**config.mk**
```make
export PLATFORM = sky130hd
export DESIGN_NAME = key_decode_flat
export DESIGN_NICKNAME = d
export VERILOG_FILES = /design/src/rtl/key_decode_if.sv /design/src/rtl/key_decode.sv /design/src/flat_wrapper.sv
export SDC_FILE = /design/constraint.sdc
export NUM_CORES = 1
export LEC_CHECK = 0
export CAP_MARGIN = 20
export CORE_ASPECT_RATIO = 0.5
export CORE_MARGIN = 2
export CORE_UTILIZATION = 57
export CTS_CLUSTER_SIZE = 20
export DETAILED_ROUTE_END_ITERATION = 6
export DONT_BUFFER_PORTS = 1
export HOLD_SLACK_MARGIN = 0.1
export PLACE_DENSITY = 0.72
export SLEW_MARGIN = 0
export SYNTH_ARGS = -nofsm -noshare
export SYNTH_HDL_FRONTEND = slang
export SYNTH_SLANG_ARGS = --single-unit
```
**constraint.sdc**
```tcl
create_clock -name clk -period 4.8 [get_ports clk]
set_input_delay 1.44 -clock clk [delete_from_list [all_inputs] [get_ports clk]]
set_output_delay 1.44 -clock clk [all_outputs]
set_load 0.01 [all_outputs]
```
**src/rtl/key_decode_if.sv**
```systemverilog
// key_decode_if: keypad scan bundle between the scanner/pins and the key decoder.
interface key_decode_if;
    logic [3:0] row;
    logic [3:0] key_col;
    logic [3:0] key_code;
    logic       key_valid;
    logic       key_release;
    logic       key_down;
    modport master (output row, key_col, input key_code, key_valid, key_release, key_down);
    modport slave  (input row, key_col, output key_code, key_valid, key_release, key_down);
endinterface

```
**src/rtl/key_decode.sv**
```systemverilog
// key_decode: debounced 4x4 keypad decoder; aligns scanner rows with synchronized columns
// and emits a key code with press/release strobes and a held level.
module key_decode #(
    parameter int DEBOUNCE_CYCLES = 500_000,
    parameter int CNT_W           = 32
) (
    input logic         clk,
    input logic         rst_n,
    key_decode_if.slave kp
);
    typedef enum logic [1:0] {IDLE, PRESS_DB, HELD, RELEASE_DB} state_e;
    localparam logic [CNT_W-1:0] CNT_MAX = CNT_W'(DEBOUNCE_CYCLES - 1);
    state_e           state_q;
    logic [3:0]       col_s1_q, col_s2_q, row_d1_q, row_d2_q, cap_row_q, code_q;
    logic [1:0]       cap_col_q;
    logic [CNT_W-1:0] cnt_q;
    logic             valid_q, release_q, down_q;
    logic             sample_ok, row_hit, col_hit, col_match, cnt_done;
    function automatic logic [1:0] idx(input logic [3:0] v);
        return v[3] ? 2'd3 : v[2] ? 2'd2 : v[1] ? 2'd1 : 2'd0;
    endfunction
    function automatic logic onehot(input logic [3:0] v);
        return (v != 4'd0) && ((v & (v - 4'd1)) == 4'd0);
    endfunction
    // Rows ride a matching two-stage delay so each row lines up with the columns it produced.
    assign sample_ok = onehot(row_d2_q) && onehot(col_s2_q);
    assign row_hit   = row_d2_q == cap_row_q;
    assign col_hit   = col_s2_q[cap_col_q];
    assign col_match = col_s2_q == (4'd1 << cap_col_q);
    assign cnt_done  = cnt_q == CNT_MAX;
    always_ff @(posedge clk) begin
        if (!rst_n) begin
            col_s1_q  <= '0;
            col_s2_q  <= '0;
            row_d1_q  <= '0;
            row_d2_q  <= '0;
            cap_row_q <= '0;
            cap_col_q <= '0;
            cnt_q     <= '0;
            code_q    <= '0;
            valid_q   <= 1'b0;
            release_q <= 1'b0;
            down_q    <= 1'b0;
            state_q   <= IDLE;
        end else begin
            col_s1_q  <= kp.key_col;
            col_s2_q  <= col_s1_q;
            row_d1_q  <= kp.row;
            row_d2_q  <= row_d1_q;
            valid_q   <= 1'b0;
            release_q <= 1'b0;
            case (state_q)
                IDLE: if (sample_ok) begin
                    cap_row_q <= row_d2_q;
                    cap_col_q <= idx(col_s2_q);
                    cnt_q     <= '0;
                    state_q   <= PRESS_DB;
                end
                PRESS_DB: if (row_hit) begin
                    if (!col_match) state_q <= IDLE;
                    else if (cnt_done) begin
                        code_q  <= {idx(cap_row_q), cap_col_q};
                        valid_q <= 1'b1;
                        down_q  <= 1'b1;
                        state_q <= HELD;
                    end else cnt_q <= cnt_q + CNT_W'(1);
                end
                HELD: if (row_hit && !col_hit) begin
                    cnt_q   <= '0;
                    state_q <= RELEASE_DB;
                end
                RELEASE_DB: if (row_hit) begin
                    if (col_hit) state_q <= HELD;
                    else if (cnt_done) begin
                        release_q <= 1'b1;
                        down_q    <= 1'b0;
                        state_q   <= IDLE;
                    end else cnt_q <= cnt_q + CNT_W'(1);
                end
                default: state_q <= IDLE;
            endcase
        end
    end
    assign kp.key_code    = code_q;
    assign kp.key_valid   = valid_q;
    assign kp.key_release = release_q;
    assign kp.key_down    = down_q;
endmodule

```
**src/flat_wrapper.sv**
```systemverilog
// flat-port wrapper written by rule: the top's interface ports become plain ports
module key_decode_flat 
#(
    parameter int DEBOUNCE_CYCLES = 500_000,
    parameter int CNT_W           = 32
)
  (clk, rst_n, kp_row, kp_key_col, kp_key_code, kp_key_valid, kp_key_release, kp_key_down);
  key_decode_if kp_i ();
  input logic clk;
  input logic rst_n;
  input wire logic [$bits(kp_i.row)-1:0] kp_row;
  input wire logic [$bits(kp_i.key_col)-1:0] kp_key_col;
  output wire logic [$bits(kp_i.key_code)-1:0] kp_key_code;
  output wire logic [$bits(kp_i.key_valid)-1:0] kp_key_valid;
  output wire logic [$bits(kp_i.key_release)-1:0] kp_key_release;
  output wire logic [$bits(kp_i.key_down)-1:0] kp_key_down;
  assign kp_i.row = kp_row;
  assign kp_i.key_col = kp_key_col;
  assign kp_key_code = kp_i.key_code;
  assign kp_key_valid = kp_i.key_valid;
  assign kp_key_release = kp_i.key_release;
  assign kp_key_down = kp_i.key_down;
  key_decode #(.DEBOUNCE_CYCLES(DEBOUNCE_CYCLES), .CNT_W(CNT_W)) u_core (.clk(clk), .rst_n(rst_n), .kp(kp_i));
endmodule
```
### Word-level counts from Yosys, hierarchy flattened

Index checks and enable logic that the tools add are counted.
Widths: inputs -> output; s select.

| cells by class | value |
|---|---|
| add/sub/neg operators | 3 |
| $lt $le $gt $ge | 1 |
| equal/unequal tests | 16 |
| shifts and indexed selects | 1 |
| mux-type cells | 33 |
| bitwise gates (word level) | 5 |
| reduce and logical (&&, ||, !) cells | 18 |

Operators with widths:

| kind | number |
|---|---|
| $mux 32 | 7 |
| $pmux 32 s4 | 1 |
| $add 32x1->32 const B | 1 |
| $eq 32x19->1 const B | 1 |
| $mux 2 | 12 |
| $ne 2x1->1 const B | 7 |
| $reduce_and 6->1 | 2 |
| $mux 1 | 10 |
| $and 4x4->4 | 2 |
| $eq 4x4->1 | 2 |
| $logic_not 4->1 | 2 |
| $pmux 2 s4 | 1 |
| $reduce_and 4->1 | 2 |
| $reduce_bool 4->1 | 2 |
| $sub 4x1->4 const B | 2 |
| $reduce_and 7->1 | 1 |
| $eq 2x2->1 const B | 2 |
| $logic_and 1x1->1 | 4 |
| $reduce_or 4->1 | 1 |
| $shl 1x2->4 const A | 1 |
| $lt 2x3->1 const B | 1 |
| $ne 3x1->1 const B | 1 |
| $ne 3x3->1 const B | 1 |
| $not 1->1 | 3 |
| other kinds (8) | 8 |

| storage, ports and cells | value |
|---|---|
| flip-flop bits (word level) | 63 |
| bits of input ports | 10 |
| logic and storage cells | 89 |

### Longest topological paths before layout

Gate-level depths: netlist of run 1.

| logic depth | value |
|---|---|
| depth after elaboration | 7 |
| gate-level depth with buffers | 9 |
| mapped depth without buffers | 7 |

### Least setup slack after synthesis of run 1

OpenSTA, ideal clock, no wires.

| timing | value |
|---|---|
| kind | input to register |
| start | input port rst_n |
| end | register u_core.cnt_q[27] |
| setup time | 0.059 ns |
| arrival | 2.467 ns |
| data required time | 4.741 ns |
| path slack | 2.274 ns |
| stages on the path | 4 |
| buffers on the path | 1 |
| path through | clkbuf_1 -> nand3_1 -> or4_1 -> nand2_1 |

RTL lines:

| element | RTL line | source |
|---|---|---|
| from (decl) | flat_wrapper.sv:10 | `input logic rst_n;` |
| to (signal assigned) | key_decode.sv:66 | `end else cnt_q <= cnt_q + CNT_W'(1);` |
| to (signal assigned) | key_decode.sv:78 | `end else cnt_q <= cnt_q + CNT_W'(1);` |
| to (decl) | key_decode.sv:16 | `logic [CNT_W-1:0] cnt_q;` |

### Worst setup path after layout of run 1

| timing | value |
|---|---|
| start | register u_core.col_s2_q[2] |
| end | register u_core.cnt_q[26] |

| on the way | value |
|---|---|
| cells in the longest elaborated chain, start to end | 7 |
| elaborated cells on any way between the ends | 16 |

RTL lines:

| element | RTL line | source |
|---|---|---|
| from (decl) | key_decode.sv:14 | `logic [3:0] col_s1_q, col_s2_q, row_d1_q, row_d2_q, cap_row_q, code_q;` |
| from (signal assigned) | key_decode.sv:47 | `col_s2_q <= col_s1_q;` |
| $sub 4x1->4 | key_decode.sv:23 | `return (v != 4'd0) && ((v & (v - 4'd1)) == 4'd0);` |
| $and 4x4->4 | key_decode.sv:23 |  |
| $logic_not 4->1 | key_decode.sv:23 |  |
| $logic_and 1x1->1 | key_decode.sv:23 |  |
| $logic_and 1x1->1 | key_decode.sv:26 | `assign sample_ok = onehot(row_d2_q) && onehot(col_s2_q);` |
| $ne 2x1->1 (no line) | n/a |  |
| $reduce_and 6->1 (no line) (*) | n/a |  |

Every way passes the cells marked *; elsewhere a longest branch is shown, timed or not. The select of a mux whose other input is x is not followed.
A chain may end at the register's enable or synchronous reset.

==> flow_summary_export.csv, run 1 <==
group,metric,value,unit
sta,setup_tns,0,ps
sta,final_hold_viol_count,0,
cells_and_area,final_nets,343,
cells_and_area,syn_to_final_growth,5.298,%
critical_path,crit_buf_inv,0,
die,die-width,106.6,um
critical_path,critPathMaxFanout,24,
grt,antenna_found_initial,0,
worst_hold_path,holdPathStages,1,
die,start_util,59.98,%
power_and_ir_drop,power.density,315.4,mW/mm^2
critical_path,setup.worst_path.class,"register to register",
route,dr_total_vias,2500,
synthesis,avgSynthCellArea,8.847,sq um
clock_network,cts_tree,"built",
critical_path,crit_arrival,3160,ps
route,ant_nets,0,
critical_path,cp_top_family,"simple AND/OR/NAND/NOR gates",
critical_path,start_kind,"register",
clock_network,clk_latency,330,ps
clock_network,postCtsSetupRepairBufs,0,
synthesis,syn_nets,350,
route,wl_per_cell,14.34,um
cells_and_area,final_cells,407,
grt,grt_pass1_wl,10.04,mm
flow_run,cap_violations,0,
power_and_ir_drop,ir_drop,0.1736,mV
sta,fin_worst_hold_slack,426.5,ps
synthesis,synth-seq-cells,63,
clock_network,clock-sinks,63,
sta,slew_viol_final,0,
synthesis,synth-async-reset-ratio,0,%
clock_network,postCtsResizedCells,0,
grt,grt_pass1_vias,2232,
synthesis,synth.cells.most_frequent,"63 x dfxtp_1, 31 x a21oi_1, 27 x o21ai_0",
critical_path,required,5060,ps
grt,grt_max_degree,65,
route,dr.pass1.iters,4,
worst_hold_path,holdCritPathClass,"register to register",
placement,dp.cells,391,
critical_path,slowest_delay,530,ps
synthesis,syn_inst,339,
outcome,status,"finished clean",
synthesis,mappedNetlistArea,0.002999,sq mm
synthesis,synthDistinctLibCells,44,
die,die_h,55.29,um
cells_and_area,fill_cells,449,
critical_path,reg2reg_depth,6,
sta,setup_violations,0,
synthesis,synth.most_common_cell,"dfxtp_1",
critical_path,end_kind,"register",
die,rows,18,
placement,portBuffers,0,
clock_network,cts_made_buffers,9,
sta,worstMarginPinSlew,942.6,ps
synthesis,synth_area_leader_cell,"dfxtp_1",
critical_path,cp_num_cells,6,
grt,grt_usage,21.18,%
route,viasPerCell,6.143,
die,core,0.005000,sq mm
clock_network,clockBufferDepth,2,
die,ioPinCount,17,
placement,gp_congestion,0.7972,
die,dieArea,0.005893,sq mm
cells_and_area,final_core_util,63.16,%
synthesis,synthTopCellsByArea,"dfxtp_1 42%, or3_1 5.4%, a21oi_1 5.2%",
synthesis,synth_top_cell_area_share,42.05,%
sta,period_minus_slack,2899,ps
clock_network,postCtsHoldBufs,0,
sta,rsz0062_at_grt,"false",
sta,max-slew-margin-rel,36.64,%
cells_and_area,insertedDiodeCount,0,
sta,period_share,60.39,%
clock_network,clk_pin_slew,70,ps
route,initialDrtViolationCount,195,
cells_and_area,drive_above_1_share,7.715,%
critical_path,path_cells,"or3b_1, a2111oi_2, o32a_2, nand3_1, or4_1, a21oi_1",
placement,dp_hpwl,3.877,mm
power_and_ir_drop,power_leakage,1.007,nW
clock_network,cts_max_level,3,
sta,max_clock_freq,345.0,MHz
synthesis,synth_edf_count,0,
route,wirelength,5.835,mm
synthesis,ys_warn_count,0,
route,drc,0,
synthesis,synth_ff_type,"dfxtp_1",
grt,grt-ovfl-total,0,
synthesis,synth-seq-area-share,42.05,%
critical_path,cp_slowest_cell,"o32a_2",
sta,skew,5.545,ps
clock_network,cts-root-buf,"clkbuf_8",
cell type report:
type                       instances  area (sq um)  share of cell area [%]
clock buffer                      10         127.6                   4.041
inverter                           5         18.77                  0.5943
multi-input combinational        251          1610                   50.99
clock inverter                     6         37.54                   1.189
sequential                        63          1261                   39.94
timing repair buffer               2         15.01                  0.4754
tap                               70         87.58                   2.773
layer usage:
metal | GRT usage, % | vias up | part of all wire, %
li1 | - | 1273 | -
met1 | 28.10 | 1180 | 50
met2 | 32.85 | 42 | 45
met3 | 6.612 | 5 | 3.9
met4 | 7.421 | 0 | 0.94
met5 | 0 | - | 0
state kept, by name (all words and copies together) (netlist names):
name	flops
u_core.kp.key_code	4
u_core.cnt_q	32
u_core.row_d2_q	4
u_core.cap_row_q	4
u_core.kp.key_down	1
u_core.col_s2_q	4
u_core.row_d1_q	4
u_core.cap_col_q	2
u_core.col_s1_q	4
u_core.state_q	2
u_core.kp.key_release	1
u_core.kp.key_valid	1
power breakdown:
| group | switching (mW) | leakage (nW) | internal (mW) | total (mW) |
|---|---|---|---|---|
| clock | 0.200 | 0.0781 | 0.184 | 0.384 |
| sequential | 0.0107 | 0.511 | 0.532 | 0.543 |
| combinational | 0.0465 | 0.418 | 0.0219 | 0.0684 |
| total | 0.257 | 1.01 | 0.739 | 0.996 |
worst register-to-register path, stage by stage (launching register included):
cell	delay (ps)
dfxtp_1	490
or3b_1	400
a2111oi_2	460
o32a_2	530
nand3_1	330
or4_1	480
a21oi_1	150
layout by cell type, fill, tap and decap left out, types with 2 or more instances in the layout:
cell type / Yosys / layout
a2111oi_2: 2 / 2
a211oi_1: 4 / 4
a21oi_1: 31 / 31
and2_1: 17 / 17
and3_1: 11 / 11
and4_1: 6 / 6
buf_4: 0 / 2
clkbuf_8: 0 / 9
clkinv_2: 0 / 3
clkinvlp_4: 0 / 3
dfxtp_1: 63 / 63
inv_1: 5 / 5
mux2i_1: 6 / 6
nand2_1: 13 / 13
nand2b_1: 2 / 2
nand3_1: 12 / 12
nand3b_1: 2 / 2
nand4_1: 18 / 18
nor2_1: 13 / 13
nor3_1: 4 / 4
nor4_1: 9 / 9
nor4_2: 2 / 2
nor4b_1: 5 / 5
o211ai_1: 3 / 3
o21a_1: 3 / 3
o21ai_0: 27 / 27
o31a_1: 3 / 3
o31ai_1: 5 / 5
or3_1: 26 / 26
or3b_1: 2 / 2
or4_1: 8 / 8
xor2_1: 6 / 6
metrics by stage:
step                      power [mW]  setup slack [ps]  area, sq um
after detailed placement      0.6229              1935         2993
after CTS                      1.008              1916         3158
final                         0.9959              1901         3158
after global placement        0.6203              2069         2993
after floorplan               0.6156              2274         2999
after global routing           1.043              1647         3158
cell families after synthesis:
| kind of cell | synth area share, % |
|---|---|
| fa+ha+maj | 0.4171 |
| buf+inv | 4.255 |
| xor+xnor | 1.752 |
| flops | 42.05 |
| simple gates | 31.71 |
| mux | 2.753 |
| compound gates | 17.06 |
path summary, 6_finish.rpt:
kind | startpoint | to | slack, ps
worst max-delay path | u_core.col_s2_q[2]$_SDFF_PN0_ | u_core.cnt_q[26]$_SDFFE_PN0P_ | 1900
worst min-delay path | u_core.row_d1_q[3]$_SDFF_PN0_ | u_core.row_d2_q[3]$_SDFF_PN0_ | 430
worst max register to register | u_core.col_s2_q[2]$_SDFF_PN0_ | u_core.cnt_q[26]$_SDFFE_PN0P_ | 1900
worst min register to register | u_core.row_d1_q[3]$_SDFF_PN0_ | u_core.row_d2_q[3]$_SDFF_PN0_ | 430
No activity file was read; power rests on OpenSTA's default activity.
==> run 2: changes to the inputs <==
clock period = 2.8 ns   (was 4.8 ns; I/O delays follow)
==> run 2 against run 1 <==
Hold slack barely moved. Clock-buffer cell count did not move. Critical endpoint is now u_core.cnt_q[8]$_SDFFE_PN0P_. Core utilization rose by 3.3 points. Global-route usage rose by 1.7 points. Design area rose by 5.3%. Critical path type unchanged. Highest routed layer unchanged. First-iteration DRC count rose by 13%.
==> flow_summary_export.csv, run 2 (synthesized netlist as in run 1, its figures left out) <==
group,metric,value,unit
outcome,status,"finished clean",
cells_and_area,seqCellArea,0.001262,sq mm
die,die-width,106.6,um
clock_network,postCtsSetupRepairBufs,0,
cells_and_area,syn_to_final_growth,10.85,%
cells_and_area,final_nets,351,
route,dr.pass1.iters,5,
power_and_ir_drop,power_leakage,1.098,nW
sta,skew,6.426,ps
route,dr_total_vias,2670,
route,top_layer,"met4",
cells_and_area,largest_reg_flops,32,
sta,max-slew-margin-rel,35.94,%
sta,setup_violations,0,
cells_and_area,insertedDiodeCount,0,
grt,grt_max_degree,65,
die,dieArea,0.005893,sq mm
route,wirelength,6.823,mm
critical_path,required,3070,ps
clock_network,clockBufferDepth,2,
critical_path,setup.worst_path.class,"register to register",
die,die_h,55.29,um
route,wl_per_cell,16.44,um
route,ant_nets,0,
route,viasPerCell,6.434,
flow_run,cap_violations,0,
critical_path,critPathMaxFanout,32,
die,ioPinCount,17,
clock_network,cts_max_level,3,
grt,grt_pass1_vias,2334,
cells_and_area,drive_above_1_share,10.72,%
sta,final_hold_viol_count,0,
route,initialDrtViolationCount,221,
route,wl_met1,3.035,mm
sta,period_minus_slack,2631,ps
critical_path,crit_arrival,2900,ps
sta,max_clock_freq,380.0,MHz
route,wl_met2,3.251,mm
cells_and_area,fill_cells,405,
sta,slew_viol_final,0,
grt,grt-ovfl-total,0,
grt,grt_pass1_wl,10.74,mm
route,drc,0,
route,wl_met3,445,um
grt,antenna_found_initial,0,
sta,worstMarginPinSlew,958.0,ps
sta,setup_tns,0,ps
clock_network,clk_latency,340,ps
critical_path,start_kind,"register",
worst_hold_path,holdCritPathClass,"register to register",
cells_and_area,registers.top_by_ff_count,"u_core.cnt_q",
power_and_ir_drop,ir_drop,0.3077,mV
die,core,0.005000,sq mm
clock_network,clock-sinks,63,
placement,dp_hpwl,4.286,mm
cells_and_area,final_common_cell,"dfxtp_1",
placement,gp_congestion,0.8055,
power_and_ir_drop,power.density,606.1,mW/mm^2
clock_network,clk_pin_slew,70,ps
clock_network,cts-root-buf,"clkbuf_8",
clock_network,cts_tree,"built",
sta,rsz0062_at_grt,"true",
die,start_util,59.98,%
placement,portBuffers,0,
grt,grt_usage,22.83,%
cells_and_area,final_cell_mix,"62 x dfxtp_1, 31 x a21oi_1, 27 x o21ai_0, 26 x or3_1, 18 x nand4_1",
sta,period_share,93.98,%
clock_network,cts_made_buffers,9,
sta,fin_worst_hold_slack,426.3,ps
critical_path,end_kind,"register",
cells_and_area,multi_input_area,0.001639,sq mm
die,rows,18,
run 2: critical path, cell delays in order, from the launching register on:
cell and delay (ps):
dfxtp_1 480, nor4b_1 270, a211oi_1 140, or4_1 650
o211a_4 320, or4_1 530, a21oi_1 170
run 2: path summary, 6_finish.rpt:
path              depth (start not counted)  slack, ps                       endpoint                     startpoint
setup / recovery                          6        170   u_core.cnt_q[8]$_SDFFE_PN0P_  u_core.col_s2_q[1]$_SDFF_PN0_
hold / removal                            1        430  u_core.row_d2_q[3]$_SDFF_PN0_  u_core.row_d1_q[3]$_SDFF_PN0_
setup reg to reg                          6        170   u_core.cnt_q[8]$_SDFFE_PN0P_  u_core.col_s2_q[1]$_SDFF_PN0_
hold reg to reg                           1        430  u_core.row_d2_q[3]$_SDFF_PN0_  u_core.row_d1_q[3]$_SDFF_PN0_
run 2: cell type report:
| type | count | area share (%) |
|---|---|---|
| Multi-Input combinational cell | 252 | 49.30 |
| Sequential cell | 63 | 37.98 |
| Clock buffer | 10 | 3.839 |
| Clock inverter | 6 | 3.274 |
| Tap cell | 70 | 2.635 |
| Timing Repair Buffer | 9 | 2.409 |
| Inverter | 5 | 0.5645 |
run 2: what timing repair did:
action / 4_1_cts / 5_1_grt
endpoints found under the setup margin: 0 / 3
resized for setup: 0 / 4
hold buffers: 0 / 0
run 2: per-stage QoR:
stage               utilization, %  power [mW]  worst slack [ps]  std cells  cell area [sq um]
detailed placement           61.16       1.081             101.6        398               3058
global placement             61.16       1.075             174.9        398               3058
global route                 66.49       2.095            -15.55        415               3324
finish                       66.49       2.015             168.5        415               3324
floorplan                        -       1.055             444.3        339               2999
CTS                          65.89       2.015             72.84        414               3294
run 2: metal layers:
layer  vias to the layer above  GRT usage [%]
met1                      1257          28.98
met4                         0          6.679
li1                       1295              -
met3                        12          8.619
met5                         -              0
met2                       106          36.49
run 2: power breakdown:
group | switching, mW | leakage, nW | internal (mW)
Combinational | 0.0922 | 0.466 | 0.0504
Clock | 0.351 | 0.120 | 0.590
Sequential | 0.0182 | 0.512 | 0.913
Total | 0.462 | 1.10 | 1.55
==> run 3: changes to the inputs <==
ABC_AREA = 1   (was default)
CORE_MARGIN = default   (was 2)
==> run 3 against run 2 <==
Hold slack worse by 17 ps. First-iteration DRC count up 63%. Core utilization down 0.45 points. Non-clock buffer count down 5. Critical path type unchanged. Total power up 34%. Clock power up 32%. Final cell count up 75%. Design area up 24%.
==> flow_summary_export.csv, run 3 <==
group,metric,value,unit
outcome,status,"finished clean",
synthesis,syn_inst,640,
critical_path,setup.worst_path.class,"register to register",
cells_and_area,largest_reg_flops,32,
clock_network,clock-sinks,63,
clock_network,clk_pin_slew,60,ps
cells_and_area,final_common_cell,"nand2_1",
sta,slew_viol_final,0,
sta,final_hold_viol_count,0,
die,start_util,60.66,%
cells_and_area,final_core_util,66.04,%
die,rows,20,
synthesis,synthTopCellsByArea,"dfxtp_1 33%, nand2_1 22%, nor2_1 12%",
placement,pre_cts_slack,579.3,ps
synthesis,syn_nets,651,
clock_network,cts_made_buffers,9,
synthesis,synth-seq-area-share,33.23,%
critical_path,critPathMaxFanout,32,
critical_path,required,3060,ps
die,dieArea,0.007008,sq mm
critical_path,cp_top_family,"simple AND/OR/NAND/NOR gates",
route,wirelength,9.231,mm
sta,rsz0062_at_grt,"false",
sta,setup_tns,0,ps
clock_network,clk_latency,330,ps
critical_path,crit_arrival,2520,ps
clock_network,postCtsSetupRepairBufs,0,
route,viasPerCell,5.272,
power_and_ir_drop,power.density,655.7,mW/mm^2
sta,setup_violations,0,
route,wl_per_cell,12.68,um
grt,grt_pass1_wl,15.31,mm
grt,grt-ovfl-total,0,
cells_and_area,registers.top_by_ff_count,"u_core.cnt_q",
sta,period_minus_slack,2259,ps
critical_path,crit_buf_inv,1,
critical_path,crit_top_cell,"nor2_4",
synthesis,ys_warn_count,0,
critical_path,cp_slowest_cell,"dfxtp_1",
grt,grt_max_degree,34,
synthesis,synth_ff_type,"dfxtp_1",
die,ioPinCount,17,
synthesis,synth-async-reset-ratio,0,%
sta,skew,5.320,ps
critical_path,start_kind,"register",
worst_hold_path,holdCritPathClass,"register to register",
placement,placedInstanceArea,0.003800,sq mm
synthesis,synthDistinctLibCells,26,
synthesis,synth.most_common_cell,"nand2_1",
die,die-width,117.4,um
die,core,0.006256,sq mm
route,initialDrtViolationCount,361,
clock_network,clockBufferDepth,2,
critical_path,end_kind,"register",
cells_and_area,stdcell_area,0.004131,sq mm
synthesis,avgSynthCellArea,5.930,sq um
grt,grt_pass1_vias,3324,
cells_and_area,syn_to_final_growth,8.869,%
sta,worst_slack,541.1,ps
clock_network,cts-root-buf,"clkbuf_16",
route,dr.pass1.iters,6,
route,dr_total_vias,3838,
synthesis,synth_area_leader_cell,"dfxtp_1",
sta,period_share,80.68,%
sta,max-slew-margin-rel,69.80,%
critical_path,slowest_delay,420,ps
placement,portBuffers,0,
synthesis,synth-seq-cells,63,
clock_network,postCtsResizedCells,0,
cells_and_area,fill_cells,602,
cells_and_area,final_nets,646,
grt,grt_usage,28.31,%
placement,dp_hpwl,6.558,mm
cells_and_area,insertedDiodeCount,0,
cells_and_area,final_cell_mix,"219 x nand2_1, 117 x nor2_1, 63 x dfxtp_1, 59 x inv_1, 59 x nand3_1",
power_and_ir_drop,ir_drop,0.5454,mV
route,ant_nets,0,
flow_run,cap_violations,0,
sta,max_clock_freq,442.7,MHz
clock_network,cts_tree,"built",
placement,gp_congestion,0.9486,
power_and_ir_drop,power_leakage,1.588,nW
synthesis,synth.cells.most_frequent,"219 x nand2_1, 117 x nor2_1, 63 x dfxtp_1",
clock_network,postCtsHoldBufs,0,
synthesis,synth_edf_count,0,
sta,worstMarginPinSlew,451.4,ps
route,drc,0,
clock_network,cts_max_level,3,
grt,antenna_found_initial,0,
critical_path,path_cells,"ha_1, inv_1, nor2_4, nand3_1, nor2_1, nand2_2, nor2_4, nor2_4, nand2_4, nand2_1, a21oi_1",
synthesis,mappedNetlistArea,0.003795,sq mm
die,die_h,59.70,um
synthesis,synth_top_cell_area_share,33.23,%
cells_and_area,drive_above_1_share,5.938,%
==> run 3: changes by cell type after synthesis, sizes merged, moves of 8 or more <==
cell,change
inv,+62
nand3,+47
o21ai,-11
nor2,+108
or3,-26
nand2,+210
nand4,-16
or4,-8
and3,-11
and2,-17
a21oi,+11
==> run 3: per-stage QoR <==
step | hold slack [ps] | power [mW] | std cells
2_1_floorplan | 390.5 | 1.457 | 640
3_3_place_gp | 391.8 | 1.476 | 712
3_5_place_dp | 396.4 | 1.482 | 712
4_1_cts | 409.9 | 2.719 | 728
5_1_grt | 416.3 | 2.825 | 728
6_report | 408.9 | 2.709 | 728
==> run 3: metal layers <==
layer	track usage [%]	part of all wire, %	vias up
li1	-	-	1981
met4	7.978	0.88	0
met3	6.870	7.2	9
met5	0	0	-
met2	47.17	44	139
met1	37.22	48	1709
==> run 3: logic make-up (layout without fill, tap and decap cells) <==
group                    count (synthesis)  after routing  synth area share, %
AND/OR/NAND/NOR                        417            417                45.27
buffers and inverters                   88             88                10.29
flip-flops                              63             63                33.23
AO/OA/AOI/OAI                           60             60                8.342
XOR/XNOR                                11             11                2.539
adder cells (fa/ha/maj)                  1              1               0.3297
==> run 3: worst register-to-register path, delay by kind of cell (launching register included) <==
family                   cells  cell delay, ps
AND/OR/NAND/NOR              8            1210
flip-flops                   1             420
adder cells (fa/ha/maj)      1             290
AO/OA/AOI/OAI                1             150
buffers and inverters        1             130
==> run 3: worst paths after layout <==
kind | from | end | slack [ps] | depth (start not counted)
worst min-delay path | u_core.row_d1_q[0]$_SDFF_PN0_ | u_core.row_d2_q[0]$_SDFF_PN0_ | 410 | 2
worst max-delay path | u_core.cnt_q[0]$_SDFFE_PN0P_ | u_core.cnt_q[25]$_SDFFE_PN0P_ | 540 | 11
worst max register to register | u_core.cnt_q[0]$_SDFFE_PN0P_ | u_core.cnt_q[25]$_SDFFE_PN0P_ | 540 | 11
worst min register to register | u_core.row_d1_q[0]$_SDFF_PN0_ | u_core.row_d2_q[0]$_SDFF_PN0_ | 410 | 2
==> run 3: cell type report <==
type | count | area, sq um | share of cell area [%]
Clock buffer | 10 | 239.0 | 5.784
Timing Repair Buffer | 4 | 30.03 | 0.7268
Sequential cell | 63 | 1261 | 30.53
Clock inverter | 6 | 92.59 | 2.241
Tap cell | 88 | 110.1 | 2.665
Inverter | 68 | 255.2 | 6.178
Multi-Input combinational cell | 489 | 2143 | 51.88
==> run 3: power breakdown <==
group,leakage [nW],internal (mW),switching (mW)
clock network,0.155,0.807,0.430
registers,0.512,0.936,0.0422
logic,0.921,0.117,0.376
total,1.59,1.86,0.848
==> variant 1 (flow settings as in run 3) <==
`CNT_W` is set to 32 in 2 places; all go to 64.
--- a/src/rtl/key_decode.sv
+++ b/src/rtl/key_decode.sv
@@ -3,5 +3,5 @@
 module key_decode #(
     parameter int DEBOUNCE_CYCLES = 500_000,
-    parameter int CNT_W           = 32
+    parameter int CNT_W           = 64
 ) (
     input logic         clk,
--- a/src/flat_wrapper.sv
+++ b/src/flat_wrapper.sv
@@ -3,5 +3,5 @@
 #(
     parameter int DEBOUNCE_CYCLES = 500_000,
-    parameter int CNT_W           = 32
+    parameter int CNT_W           = 64
 )
   (clk, rst_n, kp_row, kp_key_col, kp_key_code, kp_key_valid, kp_key_release, kp_key_down);
Function: same outputs for any inputs over 4 cycles, from zero or initial values and one cycle with rst_n low; that may be too few to reach the edited logic, so the function may still have changed.
==> variant 1 against run 3 <==
Area after synthesis rose by 64%; sequential cell count rose by 32; design area increased by 62%; worst setup slack worse by 0.31 ns; total power up 21%; clock skew increased by 0.0040 ns; sequential share of layout area shrank 2.2 points; fmax decreased by 12%; first-iteration DRC count is 62% higher; wire length rose by 110%; highest routed layer unchanged.
==> variant 1: results (changes against run 3) <==
Routing
  – Metal-1 WL: 8620 microns (+95%)
  – Metal2 WL: 8100 microns (+99%)
  – Final WL: 19300 microns (+110%)
  – Detailed Route Iter0 Violations: 584 (+62%)
  – Via count: 6772 (+76%)

STA
  – Hold_ws: 0.404 ns (-0.00474 ns)
  – Worst slew margin: 66.0% (-3.7 points)
  – Fin crit share: 91.9% (+11 points)

Placement
  – Final HPWL DP: 14600 microns (+120%)
  – Placed Area: 6330 sq um (+67%)
  – Placer Congestion: 1.02 (+7.2%)

Critical path
  – Crit path capture: u_core.cnt_q[58]$_SDFFE_PN0P_
  – Worst EP arrival: 2.86 ns (+0.34 ns)
  – Reg2Reg Setup Slack: 0.23 ns (-0.31 ns)

Final layout
  – Share of cells above drive strength 1: 4.27% (-1.7 points)
  – Layout filler cell count: 1015 (+69%)
  – Number of flip-flops in the largest register: 64 (+100%)
  – Final core occ: 64.6% (-1.4 points)
  – Layout Cells excl Fill: 1240 (+70%)

Synthesis
  – Top cells by area, synth: dfxtp_1, nand2_1, nor2_1
  – Top cells by instance count after synthesis: nand2_1, nor2_1, inv_1, dfxtp_1, a21oi_1
  – Sequential fraction of the synthesis area: 30.7% (-2.6 points)
  – Yosys cell types: 29 (+12%)
  – Avg Inst Size Synth: 5.64 sq um (-4.9%)

Outcome
  – Status: completed

Worst hold path
  – Worst hold start: u_core.row_d1_q[3]$_SDFF_PN0_

Power
  – Pwr dens: 490 nW/um^2 (-25%)
  – Leak: 2.51 nW (+58%)
  – Max IR drop VDD: 0.365 mV (-33%)
  – Sw frac: 27.4% (-3.9 points)
  – Seq pwr: 0.00140 W (+43%)
  – Logic power comb: 0.000431 W (-13%)

Global routing
  – Largest net degree at the start of global routing: 50 (+47%)
  – Met3 usage: 9.70% (+2.8 points)
  – GR Util met1: 46.8% (+9.6 points)
  – GRT Total Usage: 34.3% (+6.0 points)
  – Vias in the first global route: 5679 (+71%)
==> variant 1: cell count changes in the layout (fill, tap and decap cells not counted), sizes merged, moves of 14 or more <==
| cell | delta |
|---|---|
| a21oi | +16 |
| dfxtp | +32 |
| inv | +37 |
| nand2 | +206 |
| nand3 | -26 |
| nand4 | +26 |
| nor2 | +120 |
| xor2 | +14 |
==> variant 1: cell type report <==
cell class | instances | share of cell area [%]
flip-flops and latches | 95 | 28.4
clock buffers | 10 | 3.56
well taps | 140 | 2.61
clock inverters | 6 | 1.72
inverters | 106 | 5.93
multi-input cells | 869 | 55.9
repair buffers | 14 | 1.94
==> variant 1: cell families after synthesis <==
| logic type | Yosys count | share of synthesized area, % |
|---|---|---|
| adders and majority gates | 1 | 0.202 |
| xor gates and xnor gates | 27 | 3.81 |
| DFF | 95 | 30.7 |
| and+or+nand+nor | 757 | 49.0 |
| buffers and inverters | 136 | 9.01 |
| AOI/OAI and AO/OA | 84 | 7.32 |
==> variant 2 (config.mk and constraints of run 3) <==
Made on the original files. The 4 states of `state_e` get a one-hot encoding in 4 bits.
--- a/src/rtl/key_decode.sv
+++ b/src/rtl/key_decode.sv
@@ -9,5 +9,5 @@
     key_decode_if.slave kp
 );
-    typedef enum logic [1:0] {IDLE, PRESS_DB, HELD, RELEASE_DB} state_e;
+    typedef enum logic [3:0] {IDLE = 4'b0001, PRESS_DB = 4'b0010, HELD = 4'b0100, RELEASE_DB = 4'b1000} state_e;
     localparam logic [CNT_W-1:0] CNT_MAX = CNT_W'(DEBOUNCE_CYCLES - 1);
     state_e           state_q;
Formal check against the unedited RTL: no difference found for any inputs over 4 cycles, from zero or initial values and one cycle with rst_n low; so few cycles prove little.
==> variant 2 against run 3 <==
Worst setup slack improved by 0.025 ns; design area rose by 6.8%; sequential cell count rose by 2; total power rose by 9.8%; sequential power rose by 4%; area after synthesis rose by 9.0%; wire length rose by 2.5%; critical path type unchanged.
==> variant 2: results (changes against run 3) <==
Outcome
  – Status: completed

Global routing
  – Largest net degree at the start of global routing: 35 (+2.9%)
  – GRT Total Usage: 27.3% (-0.98 points)
  – First-pass GRT wire length: 16500 microns (+7.9%)
  – GR Util met1: 36.5% (-0.75 points)
  – Met2 GRT Util: 43.8% (-3.3 points)
  – Vias in the first global route: 3688 (+11%)
  – Met3 usage: 7.17% (+0.30 points)

CTS
  – Cts repair resizes: 0 (unchanged)

Synthesis
  – Top cells by instance count after synthesis: nand2_1, nor2_1, inv_1, dfxtp_1, nand3_1
  – Sequential fraction of the synthesis area: 31.4% (-1.8 points)
  – Yosys cell types: 29 (+12%)
  – Post-Syn Nets: 711 (+9.2%)
  – Top cells by area, synth: dfxtp_1, nand2_1, nor2_1
  – Compound-Gate Fraction of Synth Area: 6.77% (-1.6 points)
  – Avg Inst Size Synth: 5.91 sq um (-0.31%)
  – Post-Synth Adder-Cell Area: 0.302% (-0.027 points)
  – Synthesized flop and latch total: 65 (+3.2%)

Routing
  – Detailed Routing Iterations Pass 1: 5 (-1)
  – Metal-1 WL: 4660 microns (+5.6%)
  – Detailed Route Iter0 Violations: 315 (-13%)
  – Metal2 WL: 4030 microns (-0.81%)
  – Via count: 4018 (+4.7%)
  – Avg WL per Cell: 12.0 microns (-5.1%)
  – Routed wl met3: 626 microns (-5.9%)

Final layout
  – Clock-cell share of area: 7.26% (-0.77 points)
  – Comb_multi_in: 528 (+8.0%)
  – Seq area share: 29.5% (-1.0 points)
  – # nets final: 700 (+8.4%)
  – Multi-input combinational area share: 53.3% (+1.4 points)
  – Non-clk bufs: 1 (-3)
  – Final core occ: 64.3% (-1.7 points)
  – Share of cells above drive strength 1: 6.63% (+0.69 points)
  – Layout Cells excl Fill: 786 (+8.0%)
  – Final non-clock buffer share: 0.170% (-0.56 points)
  – Design area: 4410 sq um (+6.8%)

STA
  – Fin Clk Skew: 0.00700 ns (+0.00168 ns)
  – Hold_ws: 0.411 ns (+0.00217 ns)
  – Worst slew margin: 58.3% (-11 points)
  – Final worst setup slack: 0.566 ns (+0.0249 ns)

Critical path
  – Critical path peak fanout: 34 (+6.3%)
  – Worst R2R Start: u_core.state_q[3]$_SDFFE_PN0P_
  – Reg2Reg Depth: 9 (-2)
  – Worst EP arrival: 2.43 ns (-0.09 ns)
  – Reg2Reg Capture Point: u_core.cnt_q[22]$_SDFFE_PN0P_
  – Critical Path Slowest Stage Cell: nor2_8

Placement
  – Placed Area: 4090 sq um (+7.7%)
  – Placer Congestion: 0.922 (-2.8%)
  – Placed cells: 770 (+8.1%)
  – Final HPWL DP: 6840 microns (+4.4%)

Power
  – Seq pwr: 0.00102 W (+4%)
  – Sw frac: 34.3% (+3.0 points)
  – Power share of the clock group: 40.4% (-5.3 points)
  – P_clk: 0.00120 W (-3%)
  – Leak: 1.76 nW (+11%)
  – Max IR drop VDD: 0.477 mV (-13%)

Worst hold path
  – Worst hold start: u_core.row_d1_q[3]$_SDFF_PN0_
  – Worst hold path class: reg -> reg
  – Hold endpoint: u_core.row_d2_q[3]$_SDFF_PN0_
==> variant 2: changes by cell type in the layout (fill, tap and decap cells not counted), sizes merged, moves of 3 or more <==
cell and delta:
nand4 +3, nand2 +14, nor3 +7, buf -3, nand3 +3, inv +17, nor2 +17
==> variant 2: cell families (layout without fill, tap and decap cells) <==
| kind of cell | Yosys count | count (layout) |
|---|---|---|
| xor gates and xnor gates | 11 | 11 |
| and+or+nand+nor | 460 | 460 |
| adders and majority gates | 1 | 1 |
| DFF | 65 | 65 |
| buffers and inverters | 107 | 101 |
| AOI/OAI and AO/OA | 56 | 56 |
==> variant 2: critical path: cells and delay by family, from the launching register on <==
| kind | cells | cell delay (ns) |
|---|---|---|
| AND/OR/NAND/NOR | 7 | 1.39 |
| AO/OA/AOI/OAI | 1 | 0.07 |
| flip-flops | 1 | 0.37 |
| buffers and inverters | 1 | 0.23 |
